$ cat config.mk
export PLATFORM = sky130hd
export DESIGN_NAME = mem_port_arbiter_flat
export DESIGN_NICKNAME = d
export VERILOG_FILES = /design/src/rtl/mem_arb_pkg.sv /design/src/rtl/mem_port_arbiter_if.sv /design/src/rtl/mem_arb_starve_cnt.sv /design/src/rtl/mem_port_arbiter.sv /design/src/flat_wrapper.sv
export SDC_FILE = /design/constraint.sdc
export NUM_CORES = 1
export LEC_CHECK = 0
export CORE_AREA = 2 2 117 119
export DETAILED_ROUTE_END_ITERATION = 8
export DIE_AREA = 0 0 119 121
export PLACE_DENSITY_LB_ADDON = 0.2
export SYNTH_ARGS = -nofsm -noshare
export SYNTH_HDL_FRONTEND = slang
export SYNTH_HIERARCHICAL = 1
export SYNTH_SLANG_ARGS = --single-unit
$ cat constraint.sdc
create_clock -name clk -period 2.8 [get_ports clk]
set_input_delay 0.42 -clock clk [delete_from_list [all_inputs] [get_ports clk]]
set_output_delay 0.42 -clock clk [all_outputs]
set_load 0.05 [all_outputs]
$ cat src/rtl/mem_arb_pkg.sv
// Shared types for the fetch/data memory port arbiter: FSM states, grant
// encoding and the arbitration priority rule.
package mem_arb_pkg;

    localparam int STARVE_LIMIT_DEF = 4;

    typedef enum logic [1:0] {
        ARB_IDLE     = 2'd0,
        ARB_GNT_INS  = 2'd1,
        ARB_GNT_DATA = 2'd2
    } arb_state_t;

    // One-hot grant; both bits clear means nobody is granted.
    typedef struct packed {
        logic ins;
        logic data;
    } grant_t;

    function automatic grant_t arbitrate(input logic req_d, input logic req_i,
                                         input logic starved);
        grant_t g;
        g = '0;
        if (req_d && req_i && starved) g.ins  = 1'b1;
        else if (req_d)                g.data = 1'b1;
        else if (req_i)                g.ins  = 1'b1;
        return g;
    endfunction

    function automatic arb_state_t grant_to_state(input grant_t g);
        if (g.data) return ARB_GNT_DATA;
        if (g.ins)  return ARB_GNT_INS;
        return ARB_IDLE;
    endfunction

endpackage

$ cat src/rtl/mem_port_arbiter_if.sv
// Standard memory_interface bundle (addr/din/dout/mask/read/write/busy).
// master drives the request side, slave answers with dout/busy.
interface mem_port_arbiter_if #(
    parameter int AN = 30,
    parameter int DN = 32
);
    logic [AN-1:0]   addr;
    logic [DN-1:0]   din;
    logic [DN-1:0]   dout;
    logic [DN/8-1:0] mask;
    logic            read;
    logic            write;
    logic            busy;

    modport master (output addr, din, mask, read, write, input dout, busy);
    modport slave  (input addr, din, mask, read, write, output dout, busy);
endinterface

$ cat src/rtl/mem_arb_starve_cnt.sv
// Saturating count of arbitrations the fetch port has lost since its last
// completed transfer; o_sat marks that fetch must win next.
module mem_arb_starve_cnt #(
    parameter int LIMIT = 4
) (
    input  logic clk,
    input  logic reset,
    input  logic i_inc,
    input  logic i_clr,
    output logic o_sat
);
    localparam int           W   = $clog2(LIMIT + 1);
    localparam logic [W-1:0] MAX = W'(LIMIT);

    logic [W-1:0] r_cnt;

    // A fetch completing in the same cycle it loses the next decision restarts at 1.
    always_ff @(posedge clk) begin
        if (reset)                      r_cnt <= '0;
        else if (i_clr)                 r_cnt <= W'(i_inc);
        else if (i_inc && r_cnt != MAX) r_cnt <= r_cnt + W'(1);
    end

    assign o_sat = (r_cnt == MAX);

endmodule

$ cat src/rtl/mem_port_arbiter.sv
// Shares one single-ported memory between instruction fetch and data ports.
// Data has priority; fetch is guaranteed a grant after STARVE_LIMIT losses.
module mem_port_arbiter
    import mem_arb_pkg::*;
#(
    parameter int AN           = 30,
    parameter int DN           = 32,
    parameter int STARVE_LIMIT = STARVE_LIMIT_DEF
) (
    input  logic               clk,
    input  logic               reset,
    mem_port_arbiter_if.slave  ins_if,
    mem_port_arbiter_if.slave  data_if,
    mem_port_arbiter_if.master mem_if
);

    arb_state_t r_state;

    logic            w_req_d, w_req_i, w_own_req;
    logic            w_done, w_decide, w_clr, w_inc, w_sat;
    grant_t          w_gnt;
    logic [AN-1:0]   w_mem_addr;
    logic [DN-1:0]   w_mem_din, w_ins_dout, w_data_dout;
    logic [DN/8-1:0] w_mem_mask;
    logic            w_mem_read, w_mem_write, w_ins_busy, w_data_busy;

    assign w_req_d = data_if.read | data_if.write;
    assign w_req_i = ins_if.read;

    always_comb begin
        w_own_req = 1'b0;
        case (r_state)
            ARB_GNT_INS:  w_own_req = w_req_i;
            ARB_GNT_DATA: w_own_req = w_req_d;
            default:      w_own_req = 1'b0;
        endcase
    end

    assign w_done   = (r_state != ARB_IDLE) && w_own_req && !mem_if.busy;
    assign w_decide = (r_state == ARB_IDLE) || w_done;
    assign w_clr    = w_done && (r_state == ARB_GNT_INS);
    // A completing fetch has just been served, so its stale saturation must not
    // hand it a second grant in a row.
    assign w_gnt    = arbitrate(w_req_d, w_req_i, w_sat & ~w_clr);
    assign w_inc    = w_decide && w_gnt.data && w_req_i;

    mem_arb_starve_cnt #(.LIMIT(STARVE_LIMIT)) u_starve (
        .clk   (clk),
        .reset (reset),
        .i_inc (w_inc),
        .i_clr (w_clr),
        .o_sat (w_sat)
    );

    always_ff @(posedge clk) begin
        if (reset)           r_state <= ARB_IDLE;
        else if (w_decide)   r_state <= grant_to_state(w_gnt);
        else if (!w_own_req) r_state <= ARB_IDLE;
    end

    always_comb begin
        w_mem_addr  = '0;
        w_mem_din   = '0;
        w_mem_mask  = '0;
        w_mem_read  = 1'b0;
        w_mem_write = 1'b0;
        w_ins_busy  = w_req_i;
        w_data_busy = w_req_d;
        w_ins_dout  = '0;
        w_data_dout = '0;
        case (r_state)
            ARB_GNT_DATA: begin
                w_mem_addr  = data_if.addr;
                w_mem_din   = data_if.din;
                w_mem_mask  = data_if.mask;
                w_mem_read  = data_if.read;
                w_mem_write = data_if.write;
                w_data_busy = mem_if.busy;
                w_data_dout = mem_if.dout;
            end
            ARB_GNT_INS: begin
                // Strobe follows the request so an aborting fetch drives nothing.
                w_mem_addr  = ins_if.addr;
                w_mem_read  = ins_if.read;
                w_ins_busy  = mem_if.busy;
                w_ins_dout  = mem_if.dout;
            end
            default: ;
        endcase
    end

    assign mem_if.addr   = w_mem_addr;
    assign mem_if.din    = w_mem_din;
    assign mem_if.mask   = w_mem_mask;
    assign mem_if.read   = w_mem_read;
    assign mem_if.write  = w_mem_write;
    assign ins_if.busy   = w_ins_busy;
    assign ins_if.dout   = w_ins_dout;
    assign data_if.busy  = w_data_busy;
    assign data_if.dout  = w_data_dout;

    a_write_only_data: assert property (@(posedge clk) disable iff (reset)
        w_mem_write |-> (r_state == ARB_GNT_DATA));

endmodule

$ cat src/flat_wrapper.sv
// flat-port wrapper written by rule: the top's interface ports become plain ports
module mem_port_arbiter_flat import mem_arb_pkg::*;
#(
    parameter int AN           = 30,
    parameter int DN           = 32,
    parameter int STARVE_LIMIT = STARVE_LIMIT_DEF
)
  (clk, reset, ins_if_addr, ins_if_din, ins_if_mask, ins_if_read, ins_if_write, ins_if_dout, ins_if_busy, data_if_addr, data_if_din, data_if_mask, data_if_read, data_if_write, data_if_dout, data_if_busy, mem_if_addr, mem_if_din, mem_if_mask, mem_if_read, mem_if_write, mem_if_dout, mem_if_busy);
  mem_port_arbiter_if #(.AN(AN), .DN(DN)) ins_if_i ();
  mem_port_arbiter_if #(.AN(AN), .DN(DN)) data_if_i ();
  mem_port_arbiter_if #(.AN(AN), .DN(DN)) mem_if_i ();
  input  logic clk;
  input  logic reset;
  input wire logic [$bits(ins_if_i.addr)-1:0] ins_if_addr;
  input wire logic [$bits(ins_if_i.din)-1:0] ins_if_din;
  input wire logic [$bits(ins_if_i.mask)-1:0] ins_if_mask;
  input wire logic [$bits(ins_if_i.read)-1:0] ins_if_read;
  input wire logic [$bits(ins_if_i.write)-1:0] ins_if_write;
  output wire logic [$bits(ins_if_i.dout)-1:0] ins_if_dout;
  output wire logic [$bits(ins_if_i.busy)-1:0] ins_if_busy;
  input wire logic [$bits(data_if_i.addr)-1:0] data_if_addr;
  input wire logic [$bits(data_if_i.din)-1:0] data_if_din;
  input wire logic [$bits(data_if_i.mask)-1:0] data_if_mask;
  input wire logic [$bits(data_if_i.read)-1:0] data_if_read;
  input wire logic [$bits(data_if_i.write)-1:0] data_if_write;
  output wire logic [$bits(data_if_i.dout)-1:0] data_if_dout;
  output wire logic [$bits(data_if_i.busy)-1:0] data_if_busy;
  output wire logic [$bits(mem_if_i.addr)-1:0] mem_if_addr;
  output wire logic [$bits(mem_if_i.din)-1:0] mem_if_din;
  output wire logic [$bits(mem_if_i.mask)-1:0] mem_if_mask;
  output wire logic [$bits(mem_if_i.read)-1:0] mem_if_read;
  output wire logic [$bits(mem_if_i.write)-1:0] mem_if_write;
  input wire logic [$bits(mem_if_i.dout)-1:0] mem_if_dout;
  input wire logic [$bits(mem_if_i.busy)-1:0] mem_if_busy;
  assign ins_if_i.addr = ins_if_addr;
  assign ins_if_i.din = ins_if_din;
  assign ins_if_i.mask = ins_if_mask;
  assign ins_if_i.read = ins_if_read;
  assign ins_if_i.write = ins_if_write;
  assign ins_if_dout = ins_if_i.dout;
  assign ins_if_busy = ins_if_i.busy;
  assign data_if_i.addr = data_if_addr;
  assign data_if_i.din = data_if_din;
  assign data_if_i.mask = data_if_mask;
  assign data_if_i.read = data_if_read;
  assign data_if_i.write = data_if_write;
  assign data_if_dout = data_if_i.dout;
  assign data_if_busy = data_if_i.busy;
  assign mem_if_addr = mem_if_i.addr;
  assign mem_if_din = mem_if_i.din;
  assign mem_if_mask = mem_if_i.mask;
  assign mem_if_read = mem_if_i.read;
  assign mem_if_write = mem_if_i.write;
  assign mem_if_i.dout = mem_if_dout;
  assign mem_if_i.busy = mem_if_busy;
  mem_port_arbiter #(.AN(AN), .DN(DN), .STARVE_LIMIT(STARVE_LIMIT)) u_core (.clk(clk), .reset(reset), .ins_if(ins_if_i), .data_if(data_if_i), .mem_if(mem_if_i));
endmodule
# Word level (Yosys, flattened, before mapping)
# Index checks and enable logic that the tools add are counted.
# word_totals
elab_cells,56
ff_bits,5
out_inout_bits,134
in_bits,171
# op_classes
add_sub_neg,1
reduce_logical,14
n_bitwise,3
n_eq_ne,5
mux,30
# op_table
operator,count
$mux 32,3
$pmux 30 s2,1
$mux 1,17
$mux 2,6
$logic_and 1x1->1,8
$mux 4,1
$pmux 1 s2,2
$reduce_bool 2->1,2
$add 3x1->3 const B,1
$eq 3x3->1 const B,1
$ne 3x3->1 const B,1
$eq 2x1->1 const B,1
$eq 2x2->1 const B,1
$logic_not 2->1,1
$ne 2x2->1 const B,1
$reduce_or 2->1,1
$and 1x1->1,1
$logic_not 1->1,1
$logic_or 1x1->1,1
$not 1->1,1
$or 1x1->1,1

# Depth between registers and ports, before layout
# Gate-level depths: netlist of the first run.
# logic_depth
word_depth,18
mapped_depth,9
depth_no_buf,8

# Cells and area by module
# Netlist of the first run, hierarchy kept.
# by_module_without_submodules
module,cells_per_inst,area_per_inst_um2,seq_area_each_um2,instances
mem_port_arbiter,217,1432.6,40.0,1
mem_arb_starve_cnt,20,183.9,60.1,1

# Worst setup path after synthesis of the first run
# OpenSTA, ideal clock, no wires.
# synth_timing
path_type,reg2reg
startpoint,reg u_core.r_state[1]
endpoint,reg u_core.u_starve.r_cnt[2]
path_stages_with_launch,9
synth_period_minus_slack_ps,2190
path_buffers,0
arrival_ps,2111
t_required_ps,2721
slack_ps,610
setup_time_ps,79
cell_sequence,dfxtp_1 -> inv_1 -> ha_1 -> nand4bb_4 -> o21bai_1 -> a211oi_1 -> a21bo_4 -> or3_1 -> a211oi_2
# synth_via
elab_chain_cells,12
word_cells_on_any_way,17
classes_between,2 x eq/ne; 2 x mux; 2 x bitwise; 11 x reduce/logical
# synth_rtl
item,line_no,text
start: declaration,mem_port_arbiter.sv:17,arb_state_t r_state;
start signal: assignment,mem_port_arbiter.sv:57,else if (w_decide) r_state <= grant_to_state(w_gnt);
$eq 2x2->1 / $eq 2x1->1 (equally long branches),"mem_port_arbiter.sv:32, mem_port_arbiter.sv:41",
$pmux 1 s2,mem_port_arbiter.sv:32,case (r_state)
$logic_and 1x1->1 (2 in series),mem_port_arbiter.sv:39,assign w_done = (r_state != ARB_IDLE) && w_own_req && !mem_if.busy;
$logic_and 1x1->1,mem_port_arbiter.sv:41,assign w_clr = w_done && (r_state == ARB_GNT_INS);
$not 1->1,mem_port_arbiter.sv:44,"assign w_gnt = arbitrate(w_req_d, w_req_i, w_sat & ~w_clr);"
$and 1x1->1,mem_port_arbiter.sv:44,
$logic_and 1x1->1,mem_arb_pkg.sv:23,if (req_d && req_i && starved) g.ins = 1'b1;
$mux 1,mem_arb_pkg.sv:23,
$logic_and 1x1->1 * (2 in series),mem_port_arbiter.sv:45,assign w_inc = w_decide && w_gnt.data && w_req_i;
named net u_core.w_inc,mem_port_arbiter.sv:20,"logic w_done, w_decide, w_clr, w_inc, w_sat;"
$logic_and 1x1->1 *,mem_arb_starve_cnt.sv:21,else if (i_inc && r_cnt != MAX) r_cnt <= r_cnt + W'(1);
end signal: assignment,mem_arb_starve_cnt.sv:20,else if (i_clr) r_cnt <= W'(i_inc);
end signal: assignment,mem_arb_starve_cnt.sv:21,
end: declaration,mem_arb_starve_cnt.sv:15,logic [W-1:0] r_cnt;
# Mark *: on every way through the listed nets, which the timed path passes. The rest lies on a longest branch.
# A chain may end at the register's enable or synchronous reset.

# Worst setup path after layout of the first run
# layout_timing
startpoint,reg u_core.r_state[1]
endpoint,out ins_if_dout[24]
# layout_via
elab_chain_cells,2
# layout_rtl
item,line_no,text
$eq 2x1->1,mem_port_arbiter.sv:71,case (r_state)
$mux 32,mem_port_arbiter.sv:71,
end: declaration,flat_wrapper.sv:19,output wire logic [$bits(ins_if_i.dout)-1:0] ins_if_dout;
# Every way passes these cells.

==> results_dict.tcl, run 1 <==
set metrics [dict create \
    ys_seq_elements 5 \
    synth.cell_area_sq_um 1620 \
    worst_pin_slew_ns 0.532 \
    arrival_ns 2.23 \
    max_stage_delay_ns 0.82 \
    p_sw_frac 0.469 \
    synthMuxAreaShare 0.0132 \
    dpl-instance-area_sq_um 4760 \
    area.growth.synth_to_final_pct 200 \
    post_cts.repair.setup_buffers 0 \
    root_buffer "clkbuf_16" \
    synth_adder_area_share 0.0387 \
    clkPwrFrac 0.163 \
    synth-simple-area-share 0.584 \
    route.antenna.remaining_nets 0 \
    fin_crit_sh 0.946 \
    status "finished clean" \
    hold_class "reg2reg" \
    dieArea_sq_um 14400 \
    worst-setup-path-type "reg2out" \
    cts_sinks 5 \
    top_layer "met4" \
    seqPwrFrac 0.056 \
    grt_pass1_vias 2538 \
    overflow 0 \
    critPathBufInv 3 \
    end_kind "output pin" \
    cts_htree_levels 1 \
    fin_skew_ns 0.00240 \
    wl_met1_mm 4.52 \
    initial_core_util 0.124 \
    cts_tree "done" \
    synth_edf_count 0 \
    relSlewSlack 0.644 \
    finalMaxSlewViolations 0 \
    tns_ns 0 \
    setup_viol 0 \
    cts_hold_buf 0 \
    synth_xor_xnor_area_share 0 \
    first_pass_iters 4 \
    antenna_found_initial 2 \
    cts_resized 0 \
    drt-total-wl_mm 10.5 \
    drt-initial-drc-count 67 \
    num-nets-final 669 \
    synth_compound_area_frac 0.227 \
    grt_usage 0.134 \
    die_y_microns 121 \
    grt_max_degree 76 \
    intPower_uw 762 \
    crit_required_ns 2.38 \
    p_switching_uw 673 \
    synth_warnings 6 \
    finalPower_uw 1430 \
    gp_congestion 0.824 \
    avgSynthCellArea_sq_um 6.82 \
    max_cap_viol_count 0 \
    synth_top_family_by_area "simple AND/OR/NAND/NOR gates" \
    power.density_nw_per_um2 296 \
    fin_util 0.370 \
    vias_per_cell 3.95 \
    cts_buffers 3 \
    cts_max_path_buffers 2 \
    p_comb_frac 0.781 \
    hold_viol_final 0 \
    dieWidth_microns 119 \
    ys_types 32 \
    synthArstFlopShare 0 \
    num_io_pins 305 \
    r2r_slack_ns 0.36 \
    synthCells 237 \
    rsz0062_at_grt "no" \
    dr_total_vias 2645 \
    path_max_fanout 62 \
    crit_family "buffers and inverters" \
    ir_drop_mv 0.333 \
    core_area_sq_um 13100 \
    crit_chain "inv_1, ha_2, buf_12, and2_1, clkdlybuf4s50_1" \
    postLayoutCellArea_sq_um 4840 \
    cellLeakagePower_uw 0.00187 \
    num_rows 42 \
    port_buffers 267 \
    layout_min_cycle_time_ns 2.65 \
    start_kind "flop" \
    clk_latency_ns 0.23 \
    dr_wl_met2_mm 4.99 \
    dp_hpwl_mm 8.73 \
    synth_nets 413 \
    synth_flop_cell "dfxtp_1" \
    wl_per_cell_microns 15.7 \
    ys_seq_area_frac 0.0619 \
    cp_slowest_cell "clkdlybuf4s50_1" \
    fmaxAchievable_ghz 0.378 \
    remaining_drc_errors 0 \
    clkTransAtPathRegs_ns 0.03 \
    layout-drive-gt1-share 0.201 \
    routed-wl-met3_microns 996 \
    grt_first_pass_wirelength_mm 15.2 \
]
-- cell usage in the layout (no fill, tap or decap), types with 3 or more instances in the layout --
master	count
dfxtp_1	5
and2_1	103
a21oi_1	4
nor2_1	3
inv_1	7
nor2b_1	31
o221ai_1	3
a22oi_1	30
clkdlybuf4s50_1	185
ha_1	3
buf_12	40
clkbuf_16	3
nor3_1	3
buf_4	48
-- cells by family after synthesis --
group / after synthesis
buffers and inverters: 29
AND/OR/NAND/NOR: 148
AO/OA/AOI/OAI: 48
adder cells (fa/ha/maj): 5
flip-flops: 5
multiplexers: 2
-- power groups by stage --
stage | clock [uW] | sequential (uW) | combinational, uW
CTS | 239 | 80.8 | 1130
floorplan | 0 | 80.8 | 608
global placement | 0 | 81.4 | 1120
finish | 234 | 80.9 | 1120
detailed placement | 0 | 81.9 | 1130
global route | 245 | 81.7 | 1170
-- tightest hold or removal path, delay by kind of cell (launching register included) --
kind,cells,cell delay [ns]
flops,1,0.33
compound gates,1,0.05
simple gates,1,0.07
-- registers in the layout (all words and copies together) (netlist names) --
name / count
u_core/r_state: 2
u_core/u_starve/r_cnt: 3
-- final cells by class --
cell class | count | area (sq um)
antenna | 2 | 5.00
clock buffer | 4 | 78.8
fill | 1315 | 8240
inverter | 7 | 26.3
multi-input combinational | 203 | 1400
sequential | 5 | 100
tap | 176 | 220
timing repair buffer | 273 | 3010
-- per-stage QoR --
| stage | std cells | hold WS [ns] | setup WS [ns] |
|---|---|---|---|
| final | 670 | 0.511 | 0.152 |
| after global routing | 668 | 0.542 | 0.0587 |
| after CTS | 668 | 0.511 | 0.163 |
| after detailed placement | 664 | 0.506 | 0.170 |
| after global placement | 664 | 0.499 | 0.229 |
| after floorplan | 237 | 0.467 | 0.610 |
-- path summary, 6_finish.rpt --
kind	startpoint	endpoint	depth (start not counted)
setup / recovery	u_core/r_state[1]	ins_if_dout[24]	5
setup reg to reg	u_core/r_state[0]	u_core/u_starve/r_cnt[2]	8
hold / removal	u_core/u_starve/r_cnt[0]	u_core/u_starve/r_cnt[0]	2
hold reg to reg	u_core/u_starve/r_cnt[0]	u_core/u_starve/r_cnt[0]	2
-- layer usage --
layer,track usage,up-vias
li1,-,1306
met1,0.165,1192
met2,0.232,140
met3,0.0517,7
met4,0.00967,0
met5,0,-
-- synthesized netlist by cell type (2+ instances only) --
library cell | number | area, sq um
and2_1 | 103 | 644
nor2b_1 | 31 | 194
a22oi_1 | 30 | 225
clkbuf_1 | 14 | 52.6
buf_2 | 7 | 35.0
inv_1 | 7 | 26.3
dfxtp_1 | 5 | 100
ha_1 | 5 | 62.6
a21oi_1 | 4 | 20.0
nor2_1 | 3 | 11.3
nor3_1 | 3 | 15.0
o221ai_1 | 3 | 26.3
o21ai_1 | 2 | 10.0
o22ai_1 | 2 | 12.5
No activity file was read; power rests on OpenSTA's default activity.
==> inputs of run 2 (changes only) <==
Settings changed: CTS_CLUSTER_DIAMETER set to 80, SETUP_SLACK_MARGIN set to 0.15.
==> results_dict.tcl, run 2 (synthesized netlist as in run 1, its figures left out) <==
set metrics [dict create \
    seqPwrFrac 0.057 \
    path_max_fanout 29 \
    root_buffer "clkbuf_16" \
    ir_drop_mv 0.333 \
    cts_htree_levels 1 \
    clk_latency_ns 0.23 \
    largest_register_ffs 3 \
    layout_min_cycle_time_ns 2.57 \
    overflow 0 \
    finalMaxSlewViolations 0 \
    tns_ns 0 \
    cellLeakagePower_uw 0.00269 \
    num-nets-final 669 \
    arrival_ns 2.15 \
    drt-total-wl_mm 10.7 \
    grt_usage 0.134 \
    max_cap_viol_count 0 \
    crit_family "buffers and inverters" \
    rsz0062_at_grt "no" \
    grt_max_degree 76 \
    r2r-start "u_core/r_state[0]" \
    final_cell_mix "clkdlybuf4s50_1, and2_1, buf_4" \
    dr_total_vias 2658 \
    p_sw_frac 0.470 \
    wl_per_cell_microns 16.0 \
    dieArea_sq_um 14400 \
    worst_pin_slew_ns 0.541 \
    num_io_pins 305 \
    p_switching_uw 673 \
    fin_skew_ns 0.00240 \
    dieWidth_microns 119 \
    first_pass_iters 4 \
    initial_core_util 0.124 \
    startpoint "u_core/r_state[0]" \
    cp_slowest_cell "clkdlybuf4s50_1" \
    relSlewSlack 0.639 \
    reg_top3 "u_core/u_starve/r_cnt (3), u_core/r_state (2)" \
    cts_hold_buf 0 \
    max_flop_register "u_core/u_starve/r_cnt" \
    fin_util 0.379 \
    worst-setup-path-type "reg2out" \
    rr_endpoint "u_core/u_starve/r_cnt[2]" \
    crit_chain "inv_1, ha_2, buf_4, and2_1, clkdlybuf4s50_1" \
    cts_max_path_buffers 2 \
    critPathCapture "mem_if_din[10]" \
    fin_crit_sh 0.916 \
    hold_viol_final 0 \
    r2r_slack_ns 0.36 \
    area.growth.synth_to_final_pct 207 \
    clkPwrFrac 0.163 \
    hold_class "reg2reg" \
    vias_per_cell 3.97 \
    crit_required_ns 2.38 \
    end_kind "output pin" \
    grt_pass1_vias 2538 \
    grt_first_pass_wirelength_mm 15.2 \
    cts_buffers 3 \
    max_stage_delay_ns 0.81 \
    start_kind "flop" \
    layout-drive-gt1-share 0.201 \
    r2r_cells 8 \
    antenna_found_initial 2 \
    clkTransAtPathRegs_ns 0.03 \
    remaining_drc_errors 0 \
    cts_sinks 5 \
    die_y_microns 121 \
    setup_viol 0 \
    power.density_nw_per_um2 289 \
    port_buffers 267 \
    final_common_cell "clkdlybuf4s50_1" \
    crit_cells 5 \
    route.antenna.remaining_nets 0 \
    core_area_sq_um 13100 \
    gp_congestion 0.824 \
    cts_tree "done" \
    critPathBufInv 3 \
    num_rows 42 \
    dp_hpwl_mm 8.73 \
    status "finished clean" \
    intPower_uw 759 \
    hold_slack_ns 0.511 \
    p_comb_frac 0.780 \
    drt-initial-drc-count 56 \
    fmaxAchievable_ghz 0.390 \
]
run 2: cell types whose count changed in the layout (fill, tap and decap cells not counted):
cell and change:
dlymetal6s2s_1 +46, clkdlybuf4s50_1 -46
run 2: how the worst min path moves through the flow:
stage,startpoint,end,cells after the start
3_3_place_gp,u_core/u_starve/r_cnt[0],u_core/u_starve/r_cnt[0],2
2_1_floorplan,u_core/u_starve/r_cnt[0],u_core/u_starve/r_cnt[0],2
4_1_cts,u_core/u_starve/r_cnt[0],u_core/u_starve/r_cnt[0],2
5_1_grt,u_core/u_starve/r_cnt[0],u_core/u_starve/r_cnt[0],2
6_report,u_core/u_starve/r_cnt[0],u_core/u_starve/r_cnt[0],2
3_5_place_dp,u_core/u_starve/r_cnt[0],u_core/u_starve/r_cnt[0],2
run 2: cell type report:
| cell class | instances | area [sq um] |
|---|---|---|
| Multi-Input combinational cell | 203 | 1400 |
| Timing Repair Buffer | 273 | 3130 |
| Clock buffer | 4 | 78.8 |
| Tap cell | 176 | 220 |
| Antenna cell | 2 | 5.00 |
| Inverter | 7 | 26.3 |
| Sequential cell | 5 | 100 |
| Fill cell | 1306 | 8130 |
run 2: worst register-to-register path: stages (launching register included):
cell	delay [ns]
dfxtp_1	0.34
inv_1	0.08
ha_1	0.39
nand4bb_4	0.15
o21bai_1	0.18
a211oi_1	0.39
a21bo_4	0.29
or3_1	0.33
a211oi_2	0.21
run 2: through the flow:
step                instance area [sq um]  setup slack, ns  std cells  total power (uW)
finish                               4960            0.235        670              1430
global route                         4950            0.162        668              1500
CTS                                  4840            0.163        668              1450
detailed placement                   4760            0.170        664              1210
global placement                     4760            0.229        664              1200
floorplan                            1620            0.610        237               689
run 2: timing repair:
action | 4_1_cts | 5_1_grt
setup endpoints to repair | 0 | 46
resized for setup | 0 | 46
buffers inserted | 0 | 0
run 2: power by group through the flow:
stage	Clock, uW	Sequential, uW	Combinational, uW
floorplan	0	80.8	608
global placement	0	81.4	1120
detailed placement	0	81.9	1130
CTS	239	80.8	1130
global route	245	81.7	1170
finish	234	80.9	1120
run 2: layer usage:
metal	vias up	track usage	part of all wire
met5	-	0	0
met4	0	0.00967	0.0024
met3	7	0.0517	0.093
met2	138	0.232	0.47
met1	1208	0.165	0.43
li1	1305	-	-
